`src/rtl/sd_read_arbiter.sv`:
```
// Round-robin arbiter and block-read sequencer sharing one sd_card controller
// between two requesters; forwards the 512-byte stream with byte indices.
`timescale 1ns/1ps
module sd_read_arbiter #(
   parameter int BLOCK_BYTES = 512,
   parameter int TIMEOUT_CYC = 50_000_000
) (
   input  logic        clk,
   input  logic        reset_n,
   input  logic        init_finished,
   input  logic        req0,
   input  logic        req1,
   input  logic [31:0] addr0,
   input  logic [31:0] addr1,
   output logic        gnt0,
   output logic        gnt1,
   output logic        valid0,
   output logic        valid1,
   output logic [7:0]  dout0,
   output logic [7:0]  dout1,
   output logic [8:0]  idx0,
   output logic [8:0]  idx1,
   output logic        done0,
   output logic        done1,
   output logic        err0,
   output logic        err1,
   output logic        sd_rd_req,
   output logic [31:0] sd_block_addr,
   input  logic        sd_valid,
   input  logic [7:0]  sd_dout,
   output logic [1:0]  state_dbg
);

   // Handshake: reqN is a level held until doneN; gntN spans grant..done,
   // validN/doneN/errN are single-cycle pulses, sd_rd_req is a one-cycle strobe.

   localparam int TW = $clog2(TIMEOUT_CYC + 1);

   typedef enum logic [1:0] {
      IDLE  = 2'd0,
      ISSUE = 2'd1,
      XFER  = 2'd2,
      DONE  = 2'd3
   } state_t;

   state_t        state;
   logic          sel;
   logic          last_served;
   logic [8:0]    cnt;
   logic [TW-1:0] tout;
   logic          err_flag;
   logic          win1;

   // Requester 1 wins when alone, or when both ask and 0 was served last.
   assign win1      = req1 && (!req0 || !last_served);
   assign state_dbg = state;

   always_ff @(posedge clk or negedge reset_n) begin
      if (!reset_n) begin
         state         <= IDLE;
         sel           <= 1'b0;
         last_served   <= 1'b1;
         cnt           <= '0;
         tout          <= '0;
         err_flag      <= 1'b0;
         gnt0          <= 1'b0;
         gnt1          <= 1'b0;
         valid0        <= 1'b0;
         valid1        <= 1'b0;
         dout0         <= '0;
         dout1         <= '0;
         idx0          <= '0;
         idx1          <= '0;
         done0         <= 1'b0;
         done1         <= 1'b0;
         err0          <= 1'b0;
         err1          <= 1'b0;
         sd_rd_req     <= 1'b0;
         sd_block_addr <= '0;
      end else begin
         valid0    <= 1'b0;
         valid1    <= 1'b0;
         done0     <= 1'b0;
         done1     <= 1'b0;
         err0      <= 1'b0;
         err1      <= 1'b0;
         sd_rd_req <= 1'b0;
         case (state)
            IDLE: begin
               // A grant still high here is the tail of a done cycle; drop it
               // first so back-to-back grants are separated by one idle cycle.
               if (gnt0 || gnt1) begin
                  gnt0 <= 1'b0;
                  gnt1 <= 1'b0;
               end else if (init_finished && (req0 || req1)) begin
                  sel           <= win1;
                  gnt0          <= !win1;
                  gnt1          <= win1;
                  sd_block_addr <= win1 ? addr1 : addr0;
                  state         <= ISSUE;
               end
            end
            ISSUE: begin
               sd_rd_req <= 1'b1;
               cnt       <= '0;
               tout      <= '0;
               err_flag  <= 1'b0;
               state     <= XFER;
            end
            XFER: begin
               if (sd_valid) begin
                  if (sel) begin
                     valid1 <= 1'b1;
                     dout1  <= sd_dout;
                     idx1   <= cnt;
                  end else begin
                     valid0 <= 1'b1;
                     dout0  <= sd_dout;
                     idx0   <= cnt;
                  end
                  cnt  <= cnt + 9'd1;
                  tout <= '0;
                  if (cnt == 9'(BLOCK_BYTES - 1)) state <= DONE;
               end else begin
                  tout <= tout + TW'(1);
                  if (tout == TW'(TIMEOUT_CYC - 1)) begin
                     err_flag <= 1'b1;
                     state    <= DONE;
                  end
               end
            end
            DONE: begin
               if (sel) begin
                  done1 <= 1'b1;
                  err1  <= err_flag;
               end else begin
                  done0 <= 1'b1;
                  err0  <= err_flag;
               end
               last_served <= sel;
               state       <= IDLE;
            end
            default: state <= IDLE;
         endcase
      end
   end

endmodule

```
`config.mk`:
```
export PLATFORM = sky130hd
export DESIGN_NAME = sd_read_arbiter
export DESIGN_NICKNAME = d
export VERILOG_FILES = /design/src/rtl/sd_read_arbiter.sv
export SDC_FILE = /design/constraint.sdc
export NUM_CORES = 1
export LEC_CHECK = 0
export BUFFER_PORTS_ARGS = -buffer_cell sky130_fd_sc_hd__buf_2
export CAP_MARGIN = 15
export CORE_MARGIN = 10
export CORE_UTILIZATION = 40
export CTS_CLUSTER_SIZE = 16
export DETAILED_ROUTE_END_ITERATION = 6
export SYNTH_ARGS = -nofsm -noshare
export SYNTH_HDL_FRONTEND = slang
export SYNTH_SLANG_ARGS = --single-unit
```
`constraint.sdc`:
```
create_clock -name clk -period 4.2 [get_ports clk]
set_input_delay 0.84 -clock clk [delete_from_list [all_inputs] [get_ports clk]]
set_output_delay 0.84 -clock clk [all_outputs]
set_load 0.01 [all_outputs]
```
Yosys cells after proc, flatten, opt, wreduce, memory -nomap -nowiden
Cells that the tools add are included.
W data, S select, Z words.

cells by class
  add/subtract/negate cells = 2
  multipliers = 0
  div/mod/pow operators = 0
  magnitude comparators = 0
  equal/unequal tests = 12
  shift operators = 0
  mux-type cells = 31
  bitwise gates (word level) = 2
  reductions and logical operators = 18

operator list
  kind                     count
  $pmux W26 S2             1
  $mux W32                 1
  $add A26 B1 Y26 const B  1
  $eq A26 B26 Y1 const B   1
  $mux W26                 1
  $mux W1                  19
  $pmux W9 S2              1
  $reduce_and A3 Y1        4
  $mux W2                  5
  $ne A2 B2 Y1 const B     5
  $add A9 B1 Y9 const B    1
  $eq A9 B9 Y1 const B     1
  $mux W9                  1
  $pmux W2 S4              1
  $ne A3 B3 Y1 const B     2
  $eq A2 B2 Y1 const B     2
  $reduce_and A2 Y1        2
  $reduce_and A4 Y1        1
  $reduce_bool A2 Y1       2
  $logic_not A1 Y1         3
  $logic_or A1 B1 Y1       3
  $eq A2 B1 Y1 const B     1
  $logic_and A1 B1 Y1      2
  $logic_not A2 Y1         1
  2 further kinds          3

word-level totals
  bits in registers = 115
  bits in latches = 0
  RAM bits = 0
  bits in read-only memories = 0
  input port bits = 78
  output and inout bits = 77
  word-level logic and storage cells = 85
  memories = 0

Longest topological paths before layout
Gate-level depths: netlist of run 1.

  depth after elaboration = 6
  gate-level depth with buffers = 10
  depth with buffers taken out = 8

Worst setup path after synthesis of run 1
Ideal clock, no wire load.

  path type = input-to-reg
  from = in init_finished
  to = reg sd_block_addr[11]
  library setup time = 133 ps
  data arrival time = 2086 ps
  required time = 4067 ps
  setup slack = 1981 ps
  cell stages on the path = 7
  path buffers = 3
  path through = or3b_1 -> or3b_1 -> clkbuf_1 -> buf_2 -> buf_2 -> nand2_1 -> o21ai_0

between the ends
  word-level cells in the longest chain between the ends = 2

RTL lines
  item                         RTL line  RTL
  start, declared              10        input logic init_finished,
  $logic_and A1 B1 Y1          95        end else if (init_finished && (req0 || req1)) begin
  $reduce_and A3 Y1 (no line)  --
  end signal, assigned         99        sd_block_addr <= win1 ? addr1 : addr0;
  end, declared                28        output logic [31:0] sd_block_addr,

Every way passes these cells.
A chain may end at the register's enable or synchronous reset.

Final worst setup path of run 1
  from = reg state[0] (netlist: state_dbg[0])
  to = reg tout[18]

between the ends
  word-level cells in the longest chain between the ends = 2
  elaborated cells between the ends (all ways) = 4
  classes of those cells = eq/ne (2); mux (1); reduce/logical (1)

RTL lines
  item                                                       RTL line  RTL
  start, declared                                            46        state_t state;
  start signal, assigned                                     60        state <= IDLE;
  start signal, assigned                                     100       state <= ISSUE;
  start signal, assigned                                     108       state <= XFER;
  $eq A2 B2 Y1 / $eq A2 B1 Y1 (equally long branches)        88        case (state)
  $pmux W26 S2 / $reduce_bool A2 Y1 (equally long branches)  --
  end signal, assigned                                       125       tout <= tout + TW'(1);
  end, declared                                              50        logic [TW-1:0] tout;

Parallel ways exist; a longest one is shown, timed or not.

==> run_results.csv, run 1 <==
group,metric,value,unit
synthesis,yosysWarnings,0,
timing,fin_setup_tns,0,ns
timing,clock_skew,0.00802,ns
cts,cts-htree-levels,4,
synthesis,synthTopCellsByArea,"dfrtp_1 54%, mux2i_1 8.7%, nand2_1 8.6%",
cells_and_area,antenna_cells,0,
synthesis,ys_seq_elements,115,
critical_path,critPathLaunchType,"flip-flop",
global_routing,grt_pass1_vias,4395,
critical_path,critPathArrivalTime,2.93,ns
critical_path,crit_path_max_fanout,16,
synthesis,synthCells,507,
critical_path,reg2reg_depth,6,
drt,drt-initial-drc-count,226,
power_and_ir_drop,switchingPower,0.00150,W
power_and_ir_drop,peakVddDrop,0.255,mV
cts,ctsLongestPathBuffers,2,
worst_hold_path,worstHoldEndpoint,"sd_block_addr[17]",
cts,clk_latency,0.41,ns
cells_and_area,area_growth,28.2,%
place,hpwl,9980,um
synthesis,synthDistinctLibCells,50,
timing,hold_viol,0,
synthesis,netlist.area_leader.share,54.1,%
die,start_util,41.3,%
global_routing,grt_pass1_wl,22200,um
power_and_ir_drop,leakage,3.50,nW
critical_path,rr_endpoint,"tout[18]",
power_and_ir_drop,p_clk_share,32.2,%
die,fp.dieH,135,um
die,pin_count,155,
synthesis,synth_top_area_cell,"dfrtp_1",
worst_hold_path,holdPathStages,2,
place,portBuffers,154,
outcome,status,"finished clean",
critical_path,rrSetupSlack,1.59,ns
cells_and_area,layout-drive-gt1-share,31.4,%
synthesis,synthFlopType,"dfrtp_1",
cts,root_buffer,"clkbuf_16",
cts,postCtsHoldBufs,0,
timing,max_slew_margin,36.1,%
power_and_ir_drop,power.density,660,nW/um^2
drt,wirelength,13500,um
global_routing,antenna_found_initial,0,
power_and_ir_drop,internal_power,0.00296,W
cts,numCtsBuffers,17,
global_routing,grt_usage,15.1,%
timing,setup_viol,0,
worst_hold_path,hold_start,"sd_block_addr[17]",
cells_and_area,fin_nets,743,
die,rows,41,
cells_and_area,multi_input_area,2220,um^2
drt,drcViolationCount,0,
synthesis,synth_edf_count,0,
cts,clkTransAtPathRegs,0.05,ns
cts,cts.sinks,115,
global_routing,gr-total-overflow,0,
synthesis,avgSynthCellArea,10.4,um^2
timing,slew_violations,0,
place,gp_congestion,0.806,
cts,ctsResizeCount,0,
synthesis,synth-async-reset-ratio,100,%
synthesis,synth_commonest_cells,"121 x nand2_1, 114 x dfrtp_1, 46 x mux2i_1",
cells_and_area,post-route-util,52.9,%
synthesis,synth.most_common_cell,"nand2_1",
drt,wl_per_cell,16.0,um
cells_and_area,nFillCells,1145,
drt,dr_total_vias,4240,
synthesis,synth-seq-area-share,54.6,%
critical_path,worstPathRequired,4.52,ns
worst_hold_path,hp-class,"flip-flop to flip-flop",
timing,worst_slew_pin_slew,0.958,ns
cts,cts_tree,"built",
synthesis,syn_nets,592,
power_and_ir_drop,pwr-share-seq,36.4,%
die,die_area,18200,um^2
die,die_width,135,um
cells_and_area,register_area,2880,um^2
timing,rsz0062_at_grt,"false",
job,maxCapViolations,0,
power_and_ir_drop,combPwrFrac,31.5,%
drt,drtAntennaViolNets,0,
power_and_ir_drop,swShare,33.6,%
timing,period_needed,2.61,ns
cts,post_cts_buffers,0,
critical_path,worstSetupPathType,"flip-flop to flip-flop",
timing,timing.final.crit_share,62.1,%
die,fp.coreArea,12800,um^2
synthesis,synth.cell_area,5270,um^2
critical_path,endpoint_kind,"flip-flop",
critical_path,r2r-start,"state_dbg[0]",
drt,vias_per_cell,5.04,
timing,max_freq,384,MHz
drt,drt-pass1-iter-count,5,
global_routing,grt_max_degree,72,
state kept, by name, indices dropped and copies added (netlist names), 2 cells and up:
register / count
cnt: 9
dout0: 8
dout1: 8
tout: 26
state_dbg: 2
sd_block_addr: 32
idx0: 9
idx1: 9
per-layer routing:
metal	vias up	track usage, %	share of wire [%]
met5	-	0	0
met4	0	5.99	1.4
met3	14	4.67	6.7
met2	127	25.8	51
li1	2082	-	-
met1	2017	17.2	41
placed cells by master, fill, tap and decap left out, types with 5 or more instances in the layout:
master       n
buf_2      153
nand2_1    121
dfrtp_1    114
mux2i_1     46
o21ai_0     43
mux2_2      18
clkbuf_16   17
nand2b_1    14
nand3_1     13
nand4_1     11
inv_1       10
and3_1       8
nor4_1       8
and2_1       7
ha_1         7
a31oi_1      5
a21oi_1      5
clkbuf_1     5
area by class of cell:
| class | count | share of cell area, % |
|---|---|---|
| timing repair buffer | 158 | 12.1 |
| clock buffer | 25 | 7.18 |
| sequential | 115 | 42.6 |
| tap | 172 | 3.18 |
| clock inverter | 5 | 1.48 |
| multi-input combinational | 355 | 32.9 |
| inverter | 11 | 0.611 |
worst max path at each step:
stage                              from           endpoint  slack (ns)  cells past startpoint
after floorplan           init_finished  sd_block_addr[11]        1.98                      7
after global placement    init_finished   sd_block_addr[6]        1.60                      5
after detailed placement  init_finished   sd_block_addr[6]        1.56                      5
after CTS                  state_dbg[0]           tout[18]        1.57                      6
after global routing       state_dbg[0]           tout[18]        1.36                      6
final                      state_dbg[0]           tout[18]        1.59                      6
kinds of logic (layout without fill, tap and decap cells):
logic type / count (synthesis) / count (layout) / synth area share, %
AO/OA/AOI/OAI: 77 / 77 / 8.59
XOR/XNOR: 3 / 3 / 0.499
adder cells (fa/ha/maj): 7 / 7 / 1.66
buffers and inverters: 37 / 199 / 3.25
flip-flops: 115 / 115 / 54.6
multiplexers: 64 / 64 / 12.6
AND/OR/NAND/NOR: 204 / 204 / 18.8
power by group through the flow:
stage | clock (W) | combinational (W) | sequential [W]
6_report | 0.00143 | 0.00140 | 0.00162
5_1_grt | 0.00152 | 0.00159 | 0.00167
4_1_cts | 0.00146 | 0.00143 | 0.00163
3_5_place_dp | 0 | 0.00143 | 0.00164
3_3_place_gp | 0 | 0.00138 | 0.00163
2_1_floorplan | 0 | 0.000733 | 0.00176
worst max-delay path: stages, from the launching register on:
cell and delay (ns):
dfrtp_1 0.44, inv_1 0.11, ha_1 0.61, and3_1 0.39, nand2_1 0.25, or4_1 0.54
a21boi_0 0.17
per-stage QoR:
step / setup slack, ns / cell area (um^2) / total power, W / hold slack, ns / cells
floorplan: 1.98 / 5270 / 0.00249 / 0.465 / 507
global placement: 1.60 / 6150 / 0.00301 / 0.454 / 810
detailed placement: 1.56 / 6150 / 0.00306 / 0.459 / 810
CTS: 1.57 / 6740 / 0.00452 / 0.471 / 840
global route: 1.36 / 6760 / 0.00478 / 0.486 / 841
finish: 1.59 / 6760 / 0.00446 / 0.467 / 841
(Power assumes the default switching activity.)
==> run 2: changes to the inputs <==
PLACE_DENSITY = 0.67   (was not set)
clock period = 2.33 ns   (was 4.2 ns; I/O delays follow)
==> run_results.csv, run 2 (same netlist as run 1, synthesis figures left out) <==
group,metric,value,unit
drt,dr_total_vias,4296,
global_routing,gr-total-overflow,0,
cells_and_area,nFillCells,1148,
cts,ctsLongestPathBuffers,2,
timing,max_freq,467,MHz
global_routing,grt_max_degree,69,
power_and_ir_drop,leakage,3.54,nW
die,pin_count,155,
cells_and_area,final_cells,850,
cells_and_area,fin_nets,750,
place,dp_cells,818,
cells_and_area,mostFrequentLayoutCell,"buf_2",
drt,wirelength,13500,um
place,portBuffers,154,
die,fp.dieH,135,um
die,fp.coreArea,12800,um^2
cells_and_area,layout-drive-gt1-share,33.3,%
timing,max_slew_margin,64.5,%
cells_and_area,reg.largest.list,"sd_block_addr (32), tout (26)",
cts,clkTransAtPathRegs,0.06,ns
drt,vias_per_cell,5.05,
critical_path,crit_path_max_fanout,8,
power_and_ir_drop,power.density,1180,nW/um^2
timing,hold_viol,0,
place,gp_congestion,0.867,
die,die_area,18200,um^2
cts,postCtsHoldBufs,0,
timing,rsz0062_at_grt,"true",
critical_path,rrSetupSlack,0.19,ns
cells_and_area,area_growth,30.1,%
cells_and_area,regMostFlops,"sd_block_addr",
place,hpwl,9990,um
cells_and_area,multi_input_area,2230,um^2
critical_path,critPathArrivalTime,2.47,ns
critical_path,reg2reg_depth,6,
timing,setup_viol,0,
critical_path,endpoint_kind,"flip-flop",
drt,drt-initial-drc-count,308,
outcome,status,"finished clean",
cts,cts-htree-levels,4,
drt,wl_per_cell,15.8,um
drt,drcViolationCount,0,
timing,slew_violations,0,
critical_path,critPathLaunchType,"flip-flop",
timing,clock_skew,0.00537,ns
worst_hold_path,hp-class,"primary input to asynchronous set/reset pin",
critical_path,worstSetupPathType,"flip-flop to flip-flop",
timing,timing.final.crit_share,91.9,%
timing,worst_slew_pin_slew,0.528,ns
cts,numCtsBuffers,17,
cts,cts_tree,"built",
critical_path,rr_endpoint,"tout[18]",
cells_and_area,final_cell_mix,"153 x buf_2, 120 x nand2_1, 114 x dfrtp_1",
global_routing,grt_usage,15.2,%
critical_path,r2r-start,"state_dbg[0]",
cts,clk_latency,0.41,ns
die,rows,41,
critical_path,worstPathRequired,2.66,ns
timing,period_needed,2.14,ns
cells_and_area,post-route-util,53.7,%
job,maxCapViolations,0,
global_routing,grt_pass1_vias,4491,
global_routing,antenna_found_initial,0,
cells_and_area,largest_reg_flops,32,
cts,root_buffer,"clkbuf_16",
cts,cts.sinks,115,
cells_and_area,register_area,2880,um^2
global_routing,grt_pass1_wl,22500,um
die,start_util,41.3,%
drt,drt-pass1-iter-count,4,
power_and_ir_drop,peakVddDrop,0.647,mV
die,die_width,135,um
drt,drtAntennaViolNets,0,
cells_and_area,antenna_cells,0,
-- run 2: cell types whose count changed in the layout (fill, tap and decap cells not counted), sizes merged --
cell and delta:
bufinv -2, clkinv +2, buf +7, inv +6
clkinvlp +4, clkbuf -8
-- run 2: through the flow --
stage	total power, W	area, um^2	setup WS [ns]	TNS, ns	hold WS [ns]
CTS	0.00819	6850	0.137	0	0.0370
global route	0.00864	6860	-0.0182	-0.0182	0.0440
detailed placement	0.00566	6280	0.147	0	0.465
global placement	0.00555	6280	0.276	0	0.452
finish	0.00808	6860	0.189	0	0.0300
floorplan	0.00449	5270	0.272	0	0.170
-- run 2: where the power goes --
part	switching, W	internal (W)	total [W]
Clock	0.00101	0.00149	0.00250
Combinational	0.00155	0.00111	0.00266
Sequential	0.000336	0.00258	0.00292
Total	0.00290	0.00518	0.00808
-- run 2: area by class of cell --
| type | instances | area share [%] |
|---|---|---|
| flip-flops and latches | 115 | 42.0 |
| multi-input cells | 355 | 32.5 |
| repair buffers | 165 | 13.4 |
| clock buffers | 17 | 6.20 |
| well taps | 172 | 3.14 |
| clock inverters | 15 | 2.17 |
| inverters | 11 | 0.602 |
-- run 2: what timing repair did --
action | 4_1_cts | 5_1_grt
setup buffers | 0 | 0
endpoints found under the setup margin | 0 | 4
resized for setup | 0 | 2
-- run 2: worst max-delay path by stage --
| stage | startpoint | slack, ns | to |
|---|---|---|---|
| after global placement | state_dbg[0] | 0.28 | tout[18] |
| after CTS | state_dbg[0] | 0.14 | tout[18] |
| final | state_dbg[0] | 0.19 | tout[18] |
| after detailed placement | state_dbg[1] | 0.15 | tout[18] |
| after global routing | state_dbg[0] | -0.02 | tout[19] |
| after floorplan | state_dbg[0] | 0.27 | tout[18] |
-- run 2: worst max-delay path, cell delays in order (launching register included) --
cell	delay [ns]
dfrtp_1	0.42
inv_1	0.11
ha_1	0.32
and3_1	0.34
nand2_2	0.19
or4_1	0.52
a21boi_0	0.17
-- run 2: per-layer routing --
metal / GRT usage [%] / vias up / wire [um]
li1: - / 2099 / -
met1: 17.2 / 2062 / 5430
met2: 25.6 / 123 / 6880
met3: 5.86 / 12 / 974
met4: 5.20 / 0 / 186
met5: 0 / - / 0
